## config.mk

```make
export PLATFORM = sky130hd
export DESIGN_NAME = lsu_ctrl_flat
export DESIGN_NICKNAME = d
export VERILOG_FILES = /design/src/rtl/lsu_pkg.sv /design/src/rtl/lsu_ctrl_if.sv /design/src/rtl/lsu_ea_calc.sv /design/src/rtl/lsu_ctrl.sv /design/src/flat_wrapper.sv
export SDC_FILE = /design/constraint.sdc
export NUM_CORES = 1
export LEC_CHECK = 0
export CAP_MARGIN = 30
export CORE_MARGIN = 5
export CORE_UTILIZATION = 40
export DETAILED_ROUTE_END_ITERATION = 12
export PLACE_DENSITY = 0.7
export SLEW_MARGIN = 5
export SYNTH_ARGS = -nofsm -noshare
export SYNTH_HDL_FRONTEND = slang
export SYNTH_HIERARCHICAL = 1
export SYNTH_SLANG_ARGS = --single-unit
```

## constraint.sdc

```tcl
create_clock -name clk -period 2.7 [get_ports clk]
set_input_delay 0.54 -clock clk [delete_from_list [all_inputs] [get_ports clk]]
set_output_delay 0.54 -clock clk [all_outputs]
set_load 0.005 [all_outputs]
```

## src/rtl/lsu_pkg.sv

```systemverilog
// Shared types and constants for the load/store control unit.
// The data RAM behind the unit is 64 x 8.
package lsu_pkg;

  typedef logic [2:0] lsu_state_t;

  localparam lsu_state_t ST_IDLE = 3'd0;
  localparam lsu_state_t ST_B0   = 3'd1;
  localparam lsu_state_t ST_B1   = 3'd2;
  localparam lsu_state_t ST_CAP  = 3'd3;
  localparam lsu_state_t ST_RSP  = 3'd4;

  localparam int         DMEM_LINES = 64;
  // First effective address that lies outside the RAM.
  localparam logic [7:0] EA_LIMIT   = 8'(DMEM_LINES);

endpackage

```

## src/rtl/lsu_ctrl_if.sv

```systemverilog
// Request/response handshake plus data-RAM bus of the load/store unit.
// master = pipeline and RAM side, slave = lsu_ctrl.
interface lsu_ctrl_if #(
  parameter int ADDR_W = 6,
  parameter int DATA_W = 8
);
  logic              req_valid;
  logic              req_ready;
  logic              req_write;
  logic              req_wide;
  logic [7:0]        req_base;
  logic [7:0]        req_offset;
  logic [15:0]       req_wdata;
  logic              rsp_valid;
  logic [15:0]       rsp_data;
  logic              rsp_fault;
  logic [ADDR_W-1:0] mem_addr;
  logic [DATA_W-1:0] mem_wdata;
  logic              mem_we;
  logic [DATA_W-1:0] mem_rdata;

  modport master (
    output req_valid, req_write, req_wide, req_base, req_offset, req_wdata, mem_rdata,
    input  req_ready, rsp_valid, rsp_data, rsp_fault, mem_addr, mem_wdata, mem_we
  );

  modport slave (
    input  req_valid, req_write, req_wide, req_base, req_offset, req_wdata, mem_rdata,
    output req_ready, rsp_valid, rsp_data, rsp_fault, mem_addr, mem_wdata, mem_we
  );

endinterface

```

## src/rtl/lsu_ea_calc.sv

```systemverilog
// Effective address (base + signed offset, wrapping in 8 bits) and range check.
module lsu_ea_calc
  import lsu_pkg::*;
(
  input  logic [7:0] base,
  input  logic [7:0] offset,
  input  logic       wide,
  output logic [7:0] ea,
  output logic       fault
);

  // An 8-bit two's-complement add is exactly base + sext(offset) mod 256.
  assign ea    = base + offset;
  assign fault = (ea >= EA_LIMIT) || (wide && (ea == EA_LIMIT - 8'd1));

endmodule

```

## src/rtl/lsu_ctrl.sv

```systemverilog
// Load/store control: one request at a time, byte-sequenced access to the
// 64x8 data RAM, 16-bit transfers split little-endian over two byte cycles.
module lsu_ctrl
  import lsu_pkg::*;
#(
  parameter int ADDR_W = 6,
  parameter int DATA_W = 8
) (
  input  logic        clk,
  input  logic        rst_n,
  lsu_ctrl_if.slave   bus
);

  logic [7:0]        ea;
  logic              ea_fault;

  lsu_state_t        state_q, state_d;
  logic [15:0]       rsp_data_q, rsp_data_d;
  logic              rsp_fault_q, rsp_fault_d;
  logic [7:0]        ea_q, ea_d;
  logic              write_q, write_d;
  logic              wide_q, wide_d;
  logic [15:0]       wdata_q, wdata_d;
  logic [7:0]        lo_q, lo_d;

  logic [ADDR_W-1:0] mem_addr;
  logic [DATA_W-1:0] mem_wdata;
  logic              mem_we;
  logic [7:0]        rd_byte;

  lsu_ea_calc u_ea_calc (
    .base   (bus.req_base),
    .offset (bus.req_offset),
    .wide   (bus.req_wide),
    .ea     (ea),
    .fault  (ea_fault)
  );

  assign rd_byte = 8'(bus.mem_rdata);

  always_comb begin
    state_d     = state_q;
    rsp_data_d  = rsp_data_q;
    rsp_fault_d = rsp_fault_q;
    ea_d        = ea_q;
    write_d     = write_q;
    wide_d      = wide_q;
    wdata_d     = wdata_q;
    lo_d        = lo_q;
    mem_addr    = '0;
    mem_wdata   = '0;
    mem_we      = 1'b0;

    case (state_q)
      ST_IDLE: begin
        if (bus.req_valid) begin
          ea_d    = ea;
          write_d = bus.req_write;
          wide_d  = bus.req_wide;
          wdata_d = bus.req_wdata;
          if (ea_fault) begin
            rsp_data_d  = 16'h0000;
            rsp_fault_d = 1'b1;
            state_d     = ST_RSP;
          end else begin
            state_d = ST_B0;
          end
        end
      end
      ST_B0: begin
        mem_addr  = ADDR_W'(ea_q);
        mem_we    = write_q;
        mem_wdata = write_q ? DATA_W'(wdata_q[7:0]) : '0;
        if (wide_q) begin
          state_d = ST_B1;
        end else if (write_q) begin
          rsp_data_d  = 16'h0000;
          rsp_fault_d = 1'b0;
          state_d     = ST_RSP;
        end else begin
          state_d = ST_CAP;
        end
      end
      ST_B1: begin
        mem_addr  = ADDR_W'(ea_q + 8'd1);
        mem_we    = write_q;
        mem_wdata = write_q ? DATA_W'(wdata_q[15:8]) : '0;
        if (write_q) begin
          rsp_data_d  = 16'h0000;
          rsp_fault_d = 1'b0;
          state_d     = ST_RSP;
        end else begin
          // Read data for the low byte (issued in B0) arrives now.
          lo_d    = rd_byte;
          state_d = ST_CAP;
        end
      end
      ST_CAP: begin
        rsp_data_d  = wide_q ? {rd_byte, lo_q} : {8'h00, rd_byte};
        rsp_fault_d = 1'b0;
        state_d     = ST_RSP;
      end
      ST_RSP: begin
        state_d = ST_IDLE;
      end
      default: begin
        state_d = ST_IDLE;
      end
    endcase
  end

  always_ff @(posedge clk or negedge rst_n) begin
    if (!rst_n) begin
      state_q     <= ST_IDLE;
      rsp_data_q  <= 16'h0000;
      rsp_fault_q <= 1'b0;
    end else begin
      state_q     <= state_d;
      rsp_data_q  <= rsp_data_d;
      rsp_fault_q <= rsp_fault_d;
    end
  end

  // Request datapath: only meaningful after an accept, so no reset.
  always_ff @(posedge clk) begin
    ea_q    <= ea_d;
    write_q <= write_d;
    wide_q  <= wide_d;
    wdata_q <= wdata_d;
    lo_q    <= lo_d;
  end

  assign bus.req_ready = (state_q == ST_IDLE);
  assign bus.rsp_valid = (state_q == ST_RSP);
  assign bus.rsp_data  = rsp_data_q;
  assign bus.rsp_fault = rsp_fault_q;
  assign bus.mem_addr  = mem_addr;
  assign bus.mem_wdata = mem_wdata;
  assign bus.mem_we    = mem_we;

endmodule

```

## src/flat_wrapper.sv

```systemverilog
// flat-port wrapper written by rule: the top's interface ports become plain ports
module lsu_ctrl_flat import lsu_pkg::*;
#(
  parameter int ADDR_W = 6,
  parameter int DATA_W = 8
)
  (clk, rst_n, bus_req_valid, bus_req_write, bus_req_wide, bus_req_base, bus_req_offset, bus_req_wdata, bus_mem_rdata, bus_req_ready, bus_rsp_valid, bus_rsp_data, bus_rsp_fault, bus_mem_addr, bus_mem_wdata, bus_mem_we);
  lsu_ctrl_if #(.ADDR_W(ADDR_W), .DATA_W(DATA_W)) bus_i ();
  input  logic clk;
  input  logic rst_n;
  input wire logic [$bits(bus_i.req_valid)-1:0] bus_req_valid;
  input wire logic [$bits(bus_i.req_write)-1:0] bus_req_write;
  input wire logic [$bits(bus_i.req_wide)-1:0] bus_req_wide;
  input wire logic [$bits(bus_i.req_base)-1:0] bus_req_base;
  input wire logic [$bits(bus_i.req_offset)-1:0] bus_req_offset;
  input wire logic [$bits(bus_i.req_wdata)-1:0] bus_req_wdata;
  input wire logic [$bits(bus_i.mem_rdata)-1:0] bus_mem_rdata;
  output wire logic [$bits(bus_i.req_ready)-1:0] bus_req_ready;
  output wire logic [$bits(bus_i.rsp_valid)-1:0] bus_rsp_valid;
  output wire logic [$bits(bus_i.rsp_data)-1:0] bus_rsp_data;
  output wire logic [$bits(bus_i.rsp_fault)-1:0] bus_rsp_fault;
  output wire logic [$bits(bus_i.mem_addr)-1:0] bus_mem_addr;
  output wire logic [$bits(bus_i.mem_wdata)-1:0] bus_mem_wdata;
  output wire logic [$bits(bus_i.mem_we)-1:0] bus_mem_we;
  assign bus_i.req_valid = bus_req_valid;
  assign bus_i.req_write = bus_req_write;
  assign bus_i.req_wide = bus_req_wide;
  assign bus_i.req_base = bus_req_base;
  assign bus_i.req_offset = bus_req_offset;
  assign bus_i.req_wdata = bus_req_wdata;
  assign bus_i.mem_rdata = bus_mem_rdata;
  assign bus_req_ready = bus_i.req_ready;
  assign bus_rsp_valid = bus_i.rsp_valid;
  assign bus_rsp_data = bus_i.rsp_data;
  assign bus_rsp_fault = bus_i.rsp_fault;
  assign bus_mem_addr = bus_i.mem_addr;
  assign bus_mem_wdata = bus_i.mem_wdata;
  assign bus_mem_we = bus_i.mem_we;
  lsu_ctrl #(.ADDR_W(ADDR_W), .DATA_W(DATA_W)) u_core (.clk(clk), .rst_n(rst_n), .bus(bus_i));
endmodule
```

==> impl_results.md <==
- Status: completed
- Initial Util: 40.8%
- Pin count of the biggest net entering global routing: 25
- Filler cells: 519
- Row Count: 29
- Finished Layout Cells: 383
- Worst Tran Pin Value: about 650 ps
- Core area: 6280 um^2
- Max FO, Critical Path: 4
- Sink Count: 52
- Crit-path slowest cell: a211o_2
- First-pass GRT wire length: 9980 um
- Dpl ws: -746 ps
- Clk pwr share: between 10% and 20%
- Initial antenna violation count: 0
- Synth Cell Area: 2560 um^2
- Reg2reg start: u_core/wide_q
- Post-Synthesis Cells: 200
- Die ar.: around 8100 um^2
- Total negative slack: 0 ps
- CP arrival: between 2000 and 3000 ps
- Min-delay src: u_core/bus.rsp_data[1]
- Slew headroom: a little under three fifths
- Leakage: 1.51 nW
- Clk_lat worst skew: 290 ps
- Startpoint types: input pin
- HP Class: reg -> reg
- Comb power frac: 42.8%
- Max rail drop VDD: 0.441 mV
- Crit share post-route: 97.5%
- Routed via count: between 2000 and 2500
- Fin util: about 62%
- Internal power: 1.97 mW
- CTS Root Cell: clkbuf_8
- # diodes: 0
- Post-Syn Area per Cell: around 13 um^2
- Hold_buf cts: 0
- Reg power frac: 38.7%
- Slowest cell delay on critical path: 450 ps
- GRT Total Usage: 15.0%
- Gpl congestion: 0.754
- Slew Limit Fails: 0
- DRT Pass-1 Iters: 4
- CTS tree: built
- Setup WS post-layout: 66.9 ps
- Clk pin slew, worst setup/hold paths: 90 ps
- Final setup violation count: 0
- DP Wirelength: 4340 um
- Synth warnings: 6
- Worst Skew: 5.01 ps
- DR iter-0 viols: 65
- DIE WIDTH: ~90 um
- CTS HTree Levels: 2
- PwrDens: 762 nW/um^2
- Routed WL per cell: 16.1 um
- Routed WL: 6150 um
- Crit-path cells: clkdlybuf4s50_1 -> ha_1 -> o211ai_1 -> or3_1 -> a22oi_2 -> o311ai_2 -> a211o_2 -> o2111ai_2 -> o2bb2ai_1
- MaxCap Viol Count: 0
- CTS Buffer Depth: 2
- Fmax: ~0.38 GHz
- Total grt overflow: 0
- Net count, final: 359
- Final Hold Vio Count: 0
- Share of layout cells above drive strength 1: 22.2%
- Switching pwr: 1.00 mW
- Vias in the first global route: ~2000
- Worst Setup End Kind: flop
- Detail Route Antenna Nets: 0
- Area Overhead vs Synth: 52.4%
- Period minus WS final: about 2600 ps
- Die Y-Extent: 90.0 um
- Cell area after layout: 3900 um^2
- Crit path kind: in -> reg
- Final hold slack: 506 ps
- Vias per std cell: 5.34
- DRC errors left: 0
- Worst setup startpoint: bus_req_offset[3]
- Inst Count DP: 369
- Post-synthesis net count: 254
- PnR Total Power: just under 3 mW
- Required @ worst endpoint: 2920 ps
- Post-DP Area: about 3600 um^2
- Num CTS Buffers: 5
- Num ports: 79
- Net Sw Frac: 33.7%
- PortBufs: between 70 and 80
- RSZ-0062 raised after global routing: yes
==> what timing repair did <==
item                                    CTS  global route
pin swaps                                16            21
buffers inserted                          2             1
resized for setup                        22            22
endpoints found under the setup margin   20            18
gates cloned                              2             1
==> cell usage in the layout, fill, tap and decap left out, drive strengths merged, types with 6 or more instances in the layout <==
master / count
o21ai: 6
o2bb2ai: 8
nor2: 16
nand3: 7
a22oi: 12
dfrtp: 20
clkdlybuf4s50: 69
a22o: 8
edfxtp: 32
clkbuf: 8
buf: 28
inv: 7
nand2: 6
mux2i: 9
ha: 8
==> power by group through the flow <==
| stage | clock, mW | sequential (mW) | combinational [mW] |
|---|---|---|---|
| 6_report | 0.548 | 1.15 | 1.27 |
| 2_1_floorplan | 0 | 1.12 | 0.646 |
| 3_5_place_dp | 0 | 1.16 | 1.11 |
| 5_1_grt | 0.594 | 1.17 | 1.40 |
| 3_3_place_gp | 0 | 1.15 | 1.09 |
| 4_1_cts | 0.559 | 1.15 | 1.23 |
==> state kept, by name (all words and copies together) (netlist names) <==
name and cells:
u_core/write_q 1, u_core/state_q 3, u_core/bus.rsp_fault 1, u_core/wdata_q 16
u_core/lo_q 8, u_core/wide_q 1, u_core/ea_q 6, u_core/bus.rsp_data 16
==> metal layers <==
| metal | track usage [%] | up-vias | part of all wire, % |
|---|---|---|---|
| met5 | 0 | - | 0 |
| met4 | 4.34 | 0 | 0.83 |
| met3 | 4.76 | 4 | 6.9 |
| met2 | 25.4 | 61 | 52 |
| met1 | 18.5 | 1000 | 41 |
| li1 | - | 982 | - |
==> worst max-delay path: cells and delay by family <==
family / cells / cell delay (ps)
AO/OA/AOI/OAI: 6 / 1240
buffers and inverters: 1 / 400
AND/OR/NAND/NOR: 1 / 350
adder cells (fa/ha/maj): 1 / 320
==> final timing paths <==
| kind | endpoint | cells after the start | slack, ps |
|---|---|---|---|
| min in group asynchronous | u_core/bus.rsp_data[13] | 2 | 580 |
| max in group asynchronous | u_core/state_q[2] | 2 | 1920 |
| worst max register to register | u_core/bus.rsp_data[7] | 3 | 950 |
| worst min-delay path | u_core/bus.rsp_data[1] | 1 | 510 |
| worst min register to register | u_core/bus.rsp_data[1] | 1 | 510 |
| worst max-delay path | u_core/bus.rsp_data[7] | 9 | 70 |
==> cell type report <==
type | count | area (um^2) | share of cell area [%]
inverter | 8 | 30.0 | 0.770
multi-input combinational | 134 | 1220 | 31.2
tap | 77 | 96.3 | 2.47
sequential | 52 | 1460 | 37.5
timing repair buffer | 104 | 973 | 25.0
clock buffer | 6 | 82.6 | 2.12
clock inverter | 2 | 38.8 | 0.995
(Power assumes the default switching activity.)
